### config.mk
export PLATFORM = sky130hd
export DESIGN_NAME = serial_sub
export DESIGN_NICKNAME = d
export VERILOG_FILES = /design/src/rtl/serial_sub.sv
export SDC_FILE = /design/constraint.sdc
export NUM_CORES = 1
export LEC_CHECK = 0
export CAP_MARGIN = 25
export CORE_UTILIZATION = 38
export DETAILED_ROUTE_END_ITERATION = 6
export GPL_TIMING_DRIVEN = 1
export PLACE_DENSITY = 0.72
export RECOVER_POWER = 100
export SYNTH_ARGS = -nofsm -noshare
export SYNTH_HDL_FRONTEND = slang
export SYNTH_SLANG_ARGS = --single-unit
export TNS_END_PERCENT = 100
### constraint.sdc
create_clock -name clk -period 1.81 [get_ports clk]
set_clock_uncertainty 0.2 [all_clocks]
set_input_delay 0.362 -clock clk [delete_from_list [all_inputs] [get_ports clk]]
set_output_delay 0.362 -clock clk [all_outputs]
set_load 0.005 [all_outputs]
### src/rtl/serial_sub.sv
// Bit-serial unsigned subtractor: one full-subtractor slice plus a registered
// borrow. It handles one bit per clock and holds the result until the next accepted start.
module serial_sub #(
  parameter int WIDTH = 8
) (
  input  logic             clk,
  input  logic             rst_n,
  input  logic             start,
  input  logic [WIDTH-1:0] A,
  input  logic [WIDTH-1:0] B,
  output logic             busy,
  output logic             done,
  output logic [WIDTH-1:0] D,
  output logic             Bor,
  output logic [1:0]       fsm_state
);
  localparam int CW = $clog2(WIDTH);
  localparam logic [CW-1:0] LAST = CW'(WIDTH - 1);

  typedef enum logic [1:0] {IDLE = 2'd0, RUN = 2'd1, DONE = 2'd2} state_t;

  // Handshake: start is a level request. It is honoured on a rising edge when the
  // block is in IDLE or DONE, and ignored in RUN. done is a one-cycle valid strobe
  // for D/Bor, and there is no backpressure.
  state_t           state_q, state_d;
  logic [WIDTH-1:0] a_sr, b_sr, part;
  logic             bin;
  logic [CW-1:0]    cnt;
  logic             a_bit, b_bit, diff, bout, accept, last;

  assign a_bit     = a_sr[0];
  assign b_bit     = b_sr[0];
  assign diff      = a_bit ^ b_bit ^ bin;
  assign bout      = (~a_bit & b_bit) | (~(a_bit ^ b_bit) & bin);
  assign accept    = start && (state_q != RUN);
  assign last      = (cnt == LAST);
  assign fsm_state = state_q;

  always_comb begin
    state_d = state_q;
    busy    = 1'b0;
    done    = 1'b0;
    case (state_q)
      IDLE: if (start) state_d = RUN;
      RUN: begin
        busy = 1'b1;
        if (last) state_d = DONE;
      end
      DONE: begin
        done    = 1'b1;
        state_d = start ? RUN : IDLE;
      end
      default: state_d = IDLE;
    endcase
  end

  always_ff @(posedge clk) begin
    if (!rst_n) begin
      state_q <= IDLE;
      a_sr    <= '0;
      b_sr    <= '0;
      part    <= '0;
      bin     <= 1'b0;
      cnt     <= '0;
      D       <= '0;
      Bor     <= 1'b0;
    end else begin
      state_q <= state_d;
      if (accept) begin
        a_sr <= A;
        b_sr <= B;
        bin  <= 1'b0;
        cnt  <= '0;
      end else if (state_q == RUN) begin
        // LSB-first: each new difference bit enters at the top, so after WIDTH bits part is aligned.
        a_sr <= a_sr >> 1;
        b_sr <= b_sr >> 1;
        part <= {diff, part[WIDTH-1:1]};
        bin  <= bout;
        cnt  <= cnt + CW'(1);
        if (last) begin
          D   <= {diff, part[WIDTH-1:1]};
          Bor <= bout;
        end
      end
    end
  end
endmodule
==> results_dict.tcl, run 1 <==
set metrics [dict create \
    status "finished, final reports clean" \
    gr-usage-all-layers 0.163 \
    drv_slew 0 \
    drv_cap 0 \
    num_rows 23 \
    globalplace.congestion 0.746 \
    hold_path.class "reg2reg" \
    cts_tree "yes" \
    synthFlopType "dfxtp_1" \
    cts_buffers 5 \
    synth_cell_types 31 \
    portBuffers 31 \
    synth_cells 186 \
    required_ns 1.25 \
    ant_nets 0 \
    die_w_um 66.4 \
    vias 1299 \
    n_fill_cell 427 \
    wl_met3_um 137 \
    crit_type "reg2out" \
    holdPathStages 2 \
    dieArea_um2 4410 \
    syn_to_final_growth_pct 28.5 \
    synth_area_leader_cell "dfxtp_1" \
    async_flop_share 0 \
    multiInputGateArea_um2 689 \
    syn_area_um2 1580 \
    ctsHoldBuffers 0 \
    yosys-top-cells-count "nand2_1, dfxtp_1, a21oi_1" \
    cp_cell_sequence "clkdlybuf4s50_1" \
    power_density_nw_per_um2 833 \
    worstHoldEndpoint "D[3]$_SDFFE_PN0P_" \
    cp.arrival_ns 1.18 \
    grt_pass1_vias 1235 \
    startpoint_type "flip-flop" \
    drt_wl_total_mm 2.94 \
    syn_nets 208 \
    worstSkewPairLatency_ns 0.29 \
    antenna_cells 0 \
    rrSetupSlack_ns 0.19 \
    drt-vias-per-instance 4.83 \
    yosys_warnings 0 \
    stdcell_area_um2 2020 \
    pre_cts_ws_ns 0.143 \
    finalHoldViolCount 0 \
    slowest_stage "clkdlybuf4s50_1" \
    overflow 0 \
    ios 32 \
    die_h_um 66.4 \
    period_needed_ns 1.74 \
    peakVddDrop_mv 0.429 \
    r2r_start "fsm_state[1]$_SDFFE_PN0P_" \
    synth_edf_count 0 \
    cp_slowest_stage_delay_ns 0.51 \
    antenna_found_initial 0 \
    start_util 0.394 \
    h-tree-depth 2 \
    hold_path.startpoint "D[3]$_SDFFE_PN0P_" \
    cts.path.max_buffers 2 \
    grt_pass1_wl_mm 5.36 \
    drtIter0Drc 81 \
    dp_hpwl_mm 1.97 \
    tightest_slew_ns 0.473 \
    setup_violations 0 \
    fmax_ghz 0.575 \
    path_buf_inv 1 \
    critPathTopFamily "buffers and inverters" \
    cp-end-kind "output port" \
    num-nets-final 240 \
    fin_hold_ws_ns 0.246 \
    grt_setup_unrepaired "false" \
    ys_ff_latch 38 \
    drc 0 \
    seqCellArea_um2 766 \
    cts-root-buf "clkbuf_8" \
    wl_met1_mm 1.35 \
    seq_area_frac_synth 0.483 \
    clk_transition_reported_paths_ns 0.07 \
    power.leakage_uw 0.000833 \
    tns_ns 0 \
    dr.pass1.iters 3 \
    grt_max_degree 46 \
    wl_per_cell_um 10.9 \
    routed.top_layer "met4" \
    slew_headroom 0.685 \
    final_util 0.506 \
    setup_slack_ns 0.0696 \
    drive_above_1_share 0.0913 \
    cts_sinks 38 \
    yosysTopAreaCellShare 0.483 \
    avgSynthCellArea_um2 8.47 \
    place_area_um2 1930 \
    core-area_um2 4000 \
    r2r-end "bin$_SDFFE_PP0N_" \
    crit_fanout 6 \
    synth_area_leaders "dfxtp_1, nand2_1, a21oi_1" \
    yosysMostFrequentCell "nand2_1" \
    reg2reg_depth 6 \
    wl_met2_mm 1.42 \
    post-route-period-util 0.962 \
]
-- cell usage in the layout (no fill, tap or decap), types with 2 or more instances in the layout --
master and n:
clkbuf_2 2, ha_1 2, dlygate4sd3_1 4, a21oi_1 28, inv_1 2, o21a_1 2
nand3_1 18, mux2i_1 2, o21ai_0 14, buf_12 2, and2_1 2, clkbuf_8 6
clkdlybuf4s50_1 25, nand2_1 40, nor2_1 4, buf_4 4, a21boi_0 9, dlygate4sd2_1 2
dfxtp_1 36
-- flip-flops by register name, summed over array words and instances, names as in the netlist --
register,cells
cnt,3
bin,1
Bor,1
part,7
fsm_state,2
b_sr,8
D,8
a_sr,8
-- worst max-delay path by stage --
| stage | slack [ns] | from | cells after the start | to |
|---|---|---|---|---|
| floorplan | 0.29 | cnt[0]$_SDFFE_PP0N_ | 5 | Bor$_SDFFE_PN0P_ |
| global placement | 0.14 | start | 5 | fsm_state[0]$_SDFFE_PN0P_ |
| detailed placement | 0.14 | start | 5 | fsm_state[0]$_SDFFE_PN0P_ |
| CTS | 0.05 | fsm_state[0]$_SDFFE_PN0P_ | 1 | fsm_state[0] |
| global route | 0.01 | fsm_state[1]$_SDFFE_PN0P_ | 4 | busy |
| finish | 0.07 | fsm_state[0]$_SDFFE_PN0P_ | 1 | fsm_state[0] |
-- repair_timing --
| item | 4_1_cts | 5_1_grt |
|---|---|---|
| setup endpoints to repair | 3 | 0 |
| endpoints found under the hold margin | 0 | 0 |
| buffers inserted | 1 | 0 |
| resized for setup | 6 | 0 |
-- logic make-up (layout without fill, tap and decap cells) --
kind of cell,after synthesis,count (layout),synth area share
and+or+nand+nor,70,70,0.197
buffers and inverters,18,51,0.0802
DFF,38,38,0.483
AOI/OAI and AO/OA,55,55,0.199
muxes,2,2,0.0127
adders and majority gates,3,3,0.0286
-- report_power, final --
part / switching (uW) / total, uW / internal, uW
Clock: 286 / 593 / 307
Combinational: 99.6 / 198 / 98.9
Sequential: 20.8 / 895 / 874
Total: 407 / 1690 / 1280
-- final cells by class --
| class | instances | share of cell area |
|---|---|---|
| clock buffers | 7 | 0.0426 |
| clock inverters | 1 | 0.00247 |
| inverters | 4 | 0.0136 |
| multi-input cells | 130 | 0.341 |
| flip-flops and latches | 38 | 0.378 |
| well taps | 50 | 0.0309 |
| repair buffers | 39 | 0.192 |
-- through the flow --
step                      cells  total power, uW
after floorplan             186             1050
after global placement      260             1120
after detailed placement    260             1120
after CTS                   269             1720
after global routing        269             1770
final                       269             1690
-- per-layer routing --
metal / track usage / vias to the layer above
li1: - / 688
met1: 0.186 / 575
met2: 0.276 / 30
met3: 0.0621 / 6
met4: 0.0559 / 0
met5: 0 / -
Power figures use the tool's default switching activity.
==> run 2, diff against run 1 <==
--- a/config.mk
+++ b/config.mk
@@ -9,7 +9,7 @@
 export CORE_UTILIZATION = 38
 export DETAILED_ROUTE_END_ITERATION = 6
 export GPL_TIMING_DRIVEN = 1
-export PLACE_DENSITY = 0.72
+export PLACE_DENSITY = 0.74
 export RECOVER_POWER = 100
 export SYNTH_ARGS = -nofsm -noshare
 export SYNTH_HDL_FRONTEND = slang
==> constraint.sdc (replaced) <==
create_clock -name clk -period 1.5 [get_ports clk]
set_clock_uncertainty 0.2 [all_clocks]
set_input_delay 0.3 -clock clk [delete_from_list [all_inputs] [get_ports clk]]
set_output_delay 0.3 -clock clk [all_outputs]
set_load 0.005 [all_outputs]
==> run 2 against run 1 <==
  * Sequential share of layout area is 1.2 points lower
  * Sequential cell count stayed put
  * Critical endpoint is now done
  * Combinational power is 26% higher
  * Global-route usage is 0.096 points lower
  * Non-clock buffer count is 4 higher
  * Worst hold slack worse by 0.0018 ns
  * Clock power is 20% higher
  * Critical path depth is 2 higher
  * First-iteration DRC count is 7.4% higher
==> results_dict.tcl, run 2 (synthesis gave the netlist of run 1 again) <==
set metrics [dict create \
    worstSkewPairLatency_ns 0.29 \
    drive_above_1_share 0.143 \
    ant_nets 0 \
    slowest_stage "dfxtp_2" \
    power_density_nw_per_um2 980 \
    routed.top_layer "met4" \
    syn_to_final_growth_pct 32.6 \
    hold_path.startpoint "D[3]$_SDFFE_PN0P_" \
    cts_tree "yes" \
    h-tree-depth 2 \
    post-route-period-util 0.971 \
    drv_slew 0 \
    grt_setup_unrepaired "false" \
    globalplace.congestion 0.722 \
    r2r_start "cnt[0]$_SDFFE_PP0N_" \
    power.leakage_uw 0.000878 \
    layout_commonest_cell "nand2_1" \
    reg_top3 "D (8), a_sr (8), b_sr (8)" \
    drt_wl_total_mm 3.13 \
    die_w_um 66.4 \
    antenna_found_initial 0 \
    cts.path.max_buffers 2 \
    dr.pass1.iters 4 \
    setup_slack_ns 0.0432 \
    cp.arrival_ns 0.96 \
    crit_type "reg2out" \
    place_area_um2 1970 \
    overflow 0 \
    fmax_ghz 0.686 \
    vias 1329 \
    cp-end-kind "output port" \
    die_h_um 66.4 \
    wl_per_cell_um 11.4 \
    setup_violations 0 \
    n_fill_cell 398 \
    cts-root-buf "clkbuf_8" \
    wl_met1_mm 1.45 \
    num_rows 23 \
    crit_fanout 4 \
    critPathTopFamily "flip-flops" \
    clk_transition_reported_paths_ns 0.07 \
    stdcell_area_um2 2090 \
    ios 32 \
    startpoint_type "flip-flop" \
    start_util 0.394 \
    peakVddDrop_mv 0.586 \
    drtIter0Drc 87 \
    slew_headroom 0.816 \
    period_needed_ns 1.46 \
    gr-usage-all-layers 0.162 \
    cts_buffers 5 \
    drc 0 \
    tightest_slew_ns 0.276 \
    seqCellArea_um2 766 \
    cts_sinks 38 \
    portBuffers 31 \
    finalHoldViolCount 0 \
    grt_max_degree 46 \
    num-nets-final 244 \
    wl_met3_um 159 \
    hold_path.class "reg2reg" \
    dp_hpwl_mm 1.98 \
    drv_cap 0 \
    pre_cts_ws_ns -0.114 \
    antenna_cells 0 \
    final_cell_mix "nand2_1, dfxtp_1, a21oi_1" \
    drt-vias-per-instance 4.87 \
    core-area_um2 4000 \
    path_buf_inv 2 \
    ctsHoldBuffers 0 \
    status "finished, final reports clean" \
    wl_met2_mm 1.44 \
    cp_cell_sequence "buf_6 -> nor2b_1 -> buf_2" \
    grt_pass1_vias 1208 \
    cp_slowest_stage_delay_ns 0.33 \
    dieArea_um2 4410 \
    multiInputGateArea_um2 723 \
    required_ns 1.00 \
    startpoint "fsm_state[1]$_SDFFE_PN0P_" \
    grt_pass1_wl_mm 5.25 \
]
==> run 2: changes by cell type in the layout (fill, tap and decap cells not counted), moves of 3 or more <==
cell | before | now
dlygate4sd2_1 | 2 | 9
dlygate4sd3_1 | 4 | 0
clkdlybuf4s50_1 | 25 | 18
dfxtp_2 | 1 | 4
==> run 2: metrics by stage <==
stage                util  std cells  power (uW)  hold WS, ns  TNS [ns]
floorplan               -        186        1260        0.234         0
global placement    0.493        264        1350        0.237     -1.35
detailed placement  0.493        264        1360        0.239     -1.90
CTS                 0.518        273        2070        0.248   -0.0334
global route        0.522        273        2140        0.264         0
finish              0.522        273        2050        0.244         0
==> run 2: per-layer routing <==
layer	track usage	up-vias
met3	0.0500	7
met5	0	-
met4	0.0957	0
li1	-	697
met2	0.268	43
met1	0.181	582
==> run 2: final cells by class <==
cell class | instances | share of cell area
Clock buffer | 7 | 0.0413
Multi-Input combinational cell | 130 | 0.346
Inverter | 4 | 0.0132
Timing Repair Buffer | 43 | 0.200
Tap cell | 50 | 0.0300
Sequential cell | 38 | 0.367
Clock inverter | 1 | 0.00240
==> run 2: worst reg2reg max path, cell delays in order, from the launching register on <==
cell and delay [ns]:
dfxtp_2 0.34, ha_4 0.16, ha_4 0.15, and3b_1 0.21, buf_12 0.15, nand3_1 0.07, nand2_1 0.05
==> run 2: repair_timing <==
action	CTS	global route
pin swaps	2	0
resized for setup	33	7
endpoints found under the hold margin	0	0
endpoints found under the setup margin	21	10
buffers inserted	1	0
==> run 2: where the power goes <==
group	internal, uW	switching (uW)	total [uW]
combinational	123	126	250
sequential	1060	26.7	1080
clock	370	344	714
==> run 2: final timing paths <==
check	to	slack [ns]	cells after the start
worst min register to register	D[3]$_SDFFE_PN0P_	0.24	2
worst max-delay path	done	0.04	3
worst min-delay path	D[3]$_SDFFE_PN0P_	0.24	2
worst max register to register	D[4]$_SDFFE_PN0P_	0.05	6
==> run 3, diff against run 2 <==
--- a/config.mk
+++ b/config.mk
@@ -9,7 +9,7 @@
 export CORE_UTILIZATION = 38
 export DETAILED_ROUTE_END_ITERATION = 6
 export GPL_TIMING_DRIVEN = 1
-export PLACE_DENSITY = 0.74
+export PLACE_DENSITY = 0.63
 export RECOVER_POWER = 100
 export SYNTH_ARGS = -nofsm -noshare
 export SYNTH_HDL_FRONTEND = slang
==> run 3 against run 2 <==
  * Sequential cell count is the same
  * Clock power shrank 0.7%
  * Setup slack lost 0.0087 ns
  * Non-clock buffer count grew 6
  * Sequential power is essentially flat
  * First-iteration DRC count shrank 34%
  * Design area grew 2.5%
  * Via count grew 1.7%
  * Utilization grew 1.3 points
  * Highest routed layer unchanged
==> results_dict.tcl, run 3 (synthesis gave the netlist of run 1 again) <==
set metrics [dict create \
    finalHoldViolCount 0 \
    rrSetupSlack_ns 0.05 \
    final_util 0.535 \
    globalplace.congestion 0.705 \
    cp.arrival_ns 0.97 \
    fmax_ghz 0.682 \
    slew_headroom 0.823 \
    ctsHoldBuffers 0 \
    worstSkewPairLatency_ns 0.29 \
    drive_above_1_share 0.183 \
    cp_cell_sequence "buf_6 -> nand2b_4 -> clkinv_8 -> clkbuf_2" \
    cts_sinks 38 \
    power_density_nw_per_um2 961 \
    drt-vias-per-instance 4.84 \
    antenna_found_initial 0 \
    grt_pass1_wl_mm 5.45 \
    reg_top3 "D (8), a_sr (8), b_sr (8)" \
    vias 1351 \
    hold_path.startpoint "D[4]$_SDFFE_PN0P_" \
    cts-root-buf "clkbuf_8" \
    tightest_slew_ns 0.265 \
    slowest_stage "dfxtp_2" \
    drtIter0Drc 57 \
    cts_buffers 5 \
    crit_fanout 2 \
    start_util 0.394 \
    r2r_start "cnt[0]$_SDFFE_PP0N_" \
    critPathTopFamily "flip-flops" \
    cp_slowest_stage_delay_ns 0.33 \
    layout_commonest_cell "nand2_1" \
    setup_violations 0 \
    num-nets-final 250 \
    wl_per_cell_um 11.1 \
    die_h_um 66.4 \
    finalNonFillerCells 279 \
    grt_pass1_vias 1264 \
    grt_setup_unrepaired "true" \
    gr-usage-all-layers 0.166 \
    antenna_cells 0 \
    dieArea_um2 4410 \
    place_area_um2 2000 \
    h-tree-depth 2 \
    die_w_um 66.4 \
    required_ns 1.00 \
    num_rows 23 \
    core-area_um2 4000 \
    startpoint_type "flip-flop" \
    drv_slew 0 \
    drt_wl_total_mm 3.09 \
    status "finished, final reports clean" \
    peakVddDrop_mv 0.465 \
    crit_type "reg2out" \
    power.leakage_uw 0.000913 \
    ant_nets 0 \
    drv_cap 0 \
    portBuffers 31 \
    dp_cells 270 \
    period_needed_ns 1.47 \
    stdcell_area_um2 2140 \
    dr.pass1.iters 4 \
    cts.path.max_buffers 2 \
    drc 0 \
    fin_hold_ws_ns 0.244 \
    grt_max_degree 33 \
    dp_hpwl_mm 2.01 \
    overflow 0 \
    syn_to_final_growth_pct 35.8 \
    final_cell_mix "nand2_1, dfxtp_1, a21oi_1" \
    cts_tree "yes" \
    cp-end-kind "output port" \
    ios 32 \
    clk_transition_reported_paths_ns 0.07 \
    startpoint "fsm_state[0]$_SDFFE_PN0P_" \
    post-route-period-util 0.977 \
    path_buf_inv 3 \
    hold_path.class "reg2reg" \
]
## run 3: changes by cell type in the layout (fill, tap and decap cells not counted), sizes merged
cell	before	now
clkbuf	10	8
buf	12	19
clkdlybuf4s15	1	2
## run 3: layer usage
layer / track usage / up-vias / wire [um]
li1: - / 710 / -
met1: 0.188 / 605 / 1490
met2: 0.278 / 32 / 1440
met3: 0.0586 / 4 / 132
met4: 0.0718 / 0 / 31
met5: 0 / - / 0
## run 3: per-stage QoR
stage               setup slack [ns]  power [uW]  setup TNS [ns]
floorplan                    0.00355        1260               0
global placement             -0.0726        1360          -0.989
detailed placement           -0.0861        1360           -1.16
CTS                          -0.0856        2080         -0.0856
global route                 -0.0189        2180         -0.0549
finish                        0.0345        2060               0
## run 3: layout make-up
type / count / area, um2
clock buffers: 7 / 86.3
flip-flops and latches: 38 / 769
inverters: 4 / 27.5
fillers: 395 / 1860
clock inverters: 1 / 5.00
multi-input cells: 130 / 724
well taps: 50 / 62.6
repair buffers: 49 / 464
## run 3: power by group
part	switching (uW)	internal (uW)	leakage (uW)	total, uW
Combinational	130	135	0.000551	265
Clock	339	370	0.0000482	709
Sequential	24.9	1060	0.000313	1080
Total	494	1560	0.000913	2060
## run 3: worst paths after layout
path                            end  depth (start not counted)
setup / recovery               busy                          4
hold / removal    D[4]$_SDFFE_PN0P_                          2
setup reg to reg  D[5]$_SDFFE_PN0P_                          6
hold reg to reg   D[4]$_SDFFE_PN0P_                          2
## run 3: timing repair
item                       in CTS  in global routing
setup buffers                   1                  0
pin swaps                       1                  0
gates resized for setup        26                 11
setup endpoints to repair      16                 10
## run 3: worst register-to-register path: stages (launching register included)
cell     delay, ns
dfxtp_2       0.34
ha_4          0.16
ha_4          0.15
and3b_2       0.23
buf_12        0.14
nand3_1       0.08
nand2_1       0.05
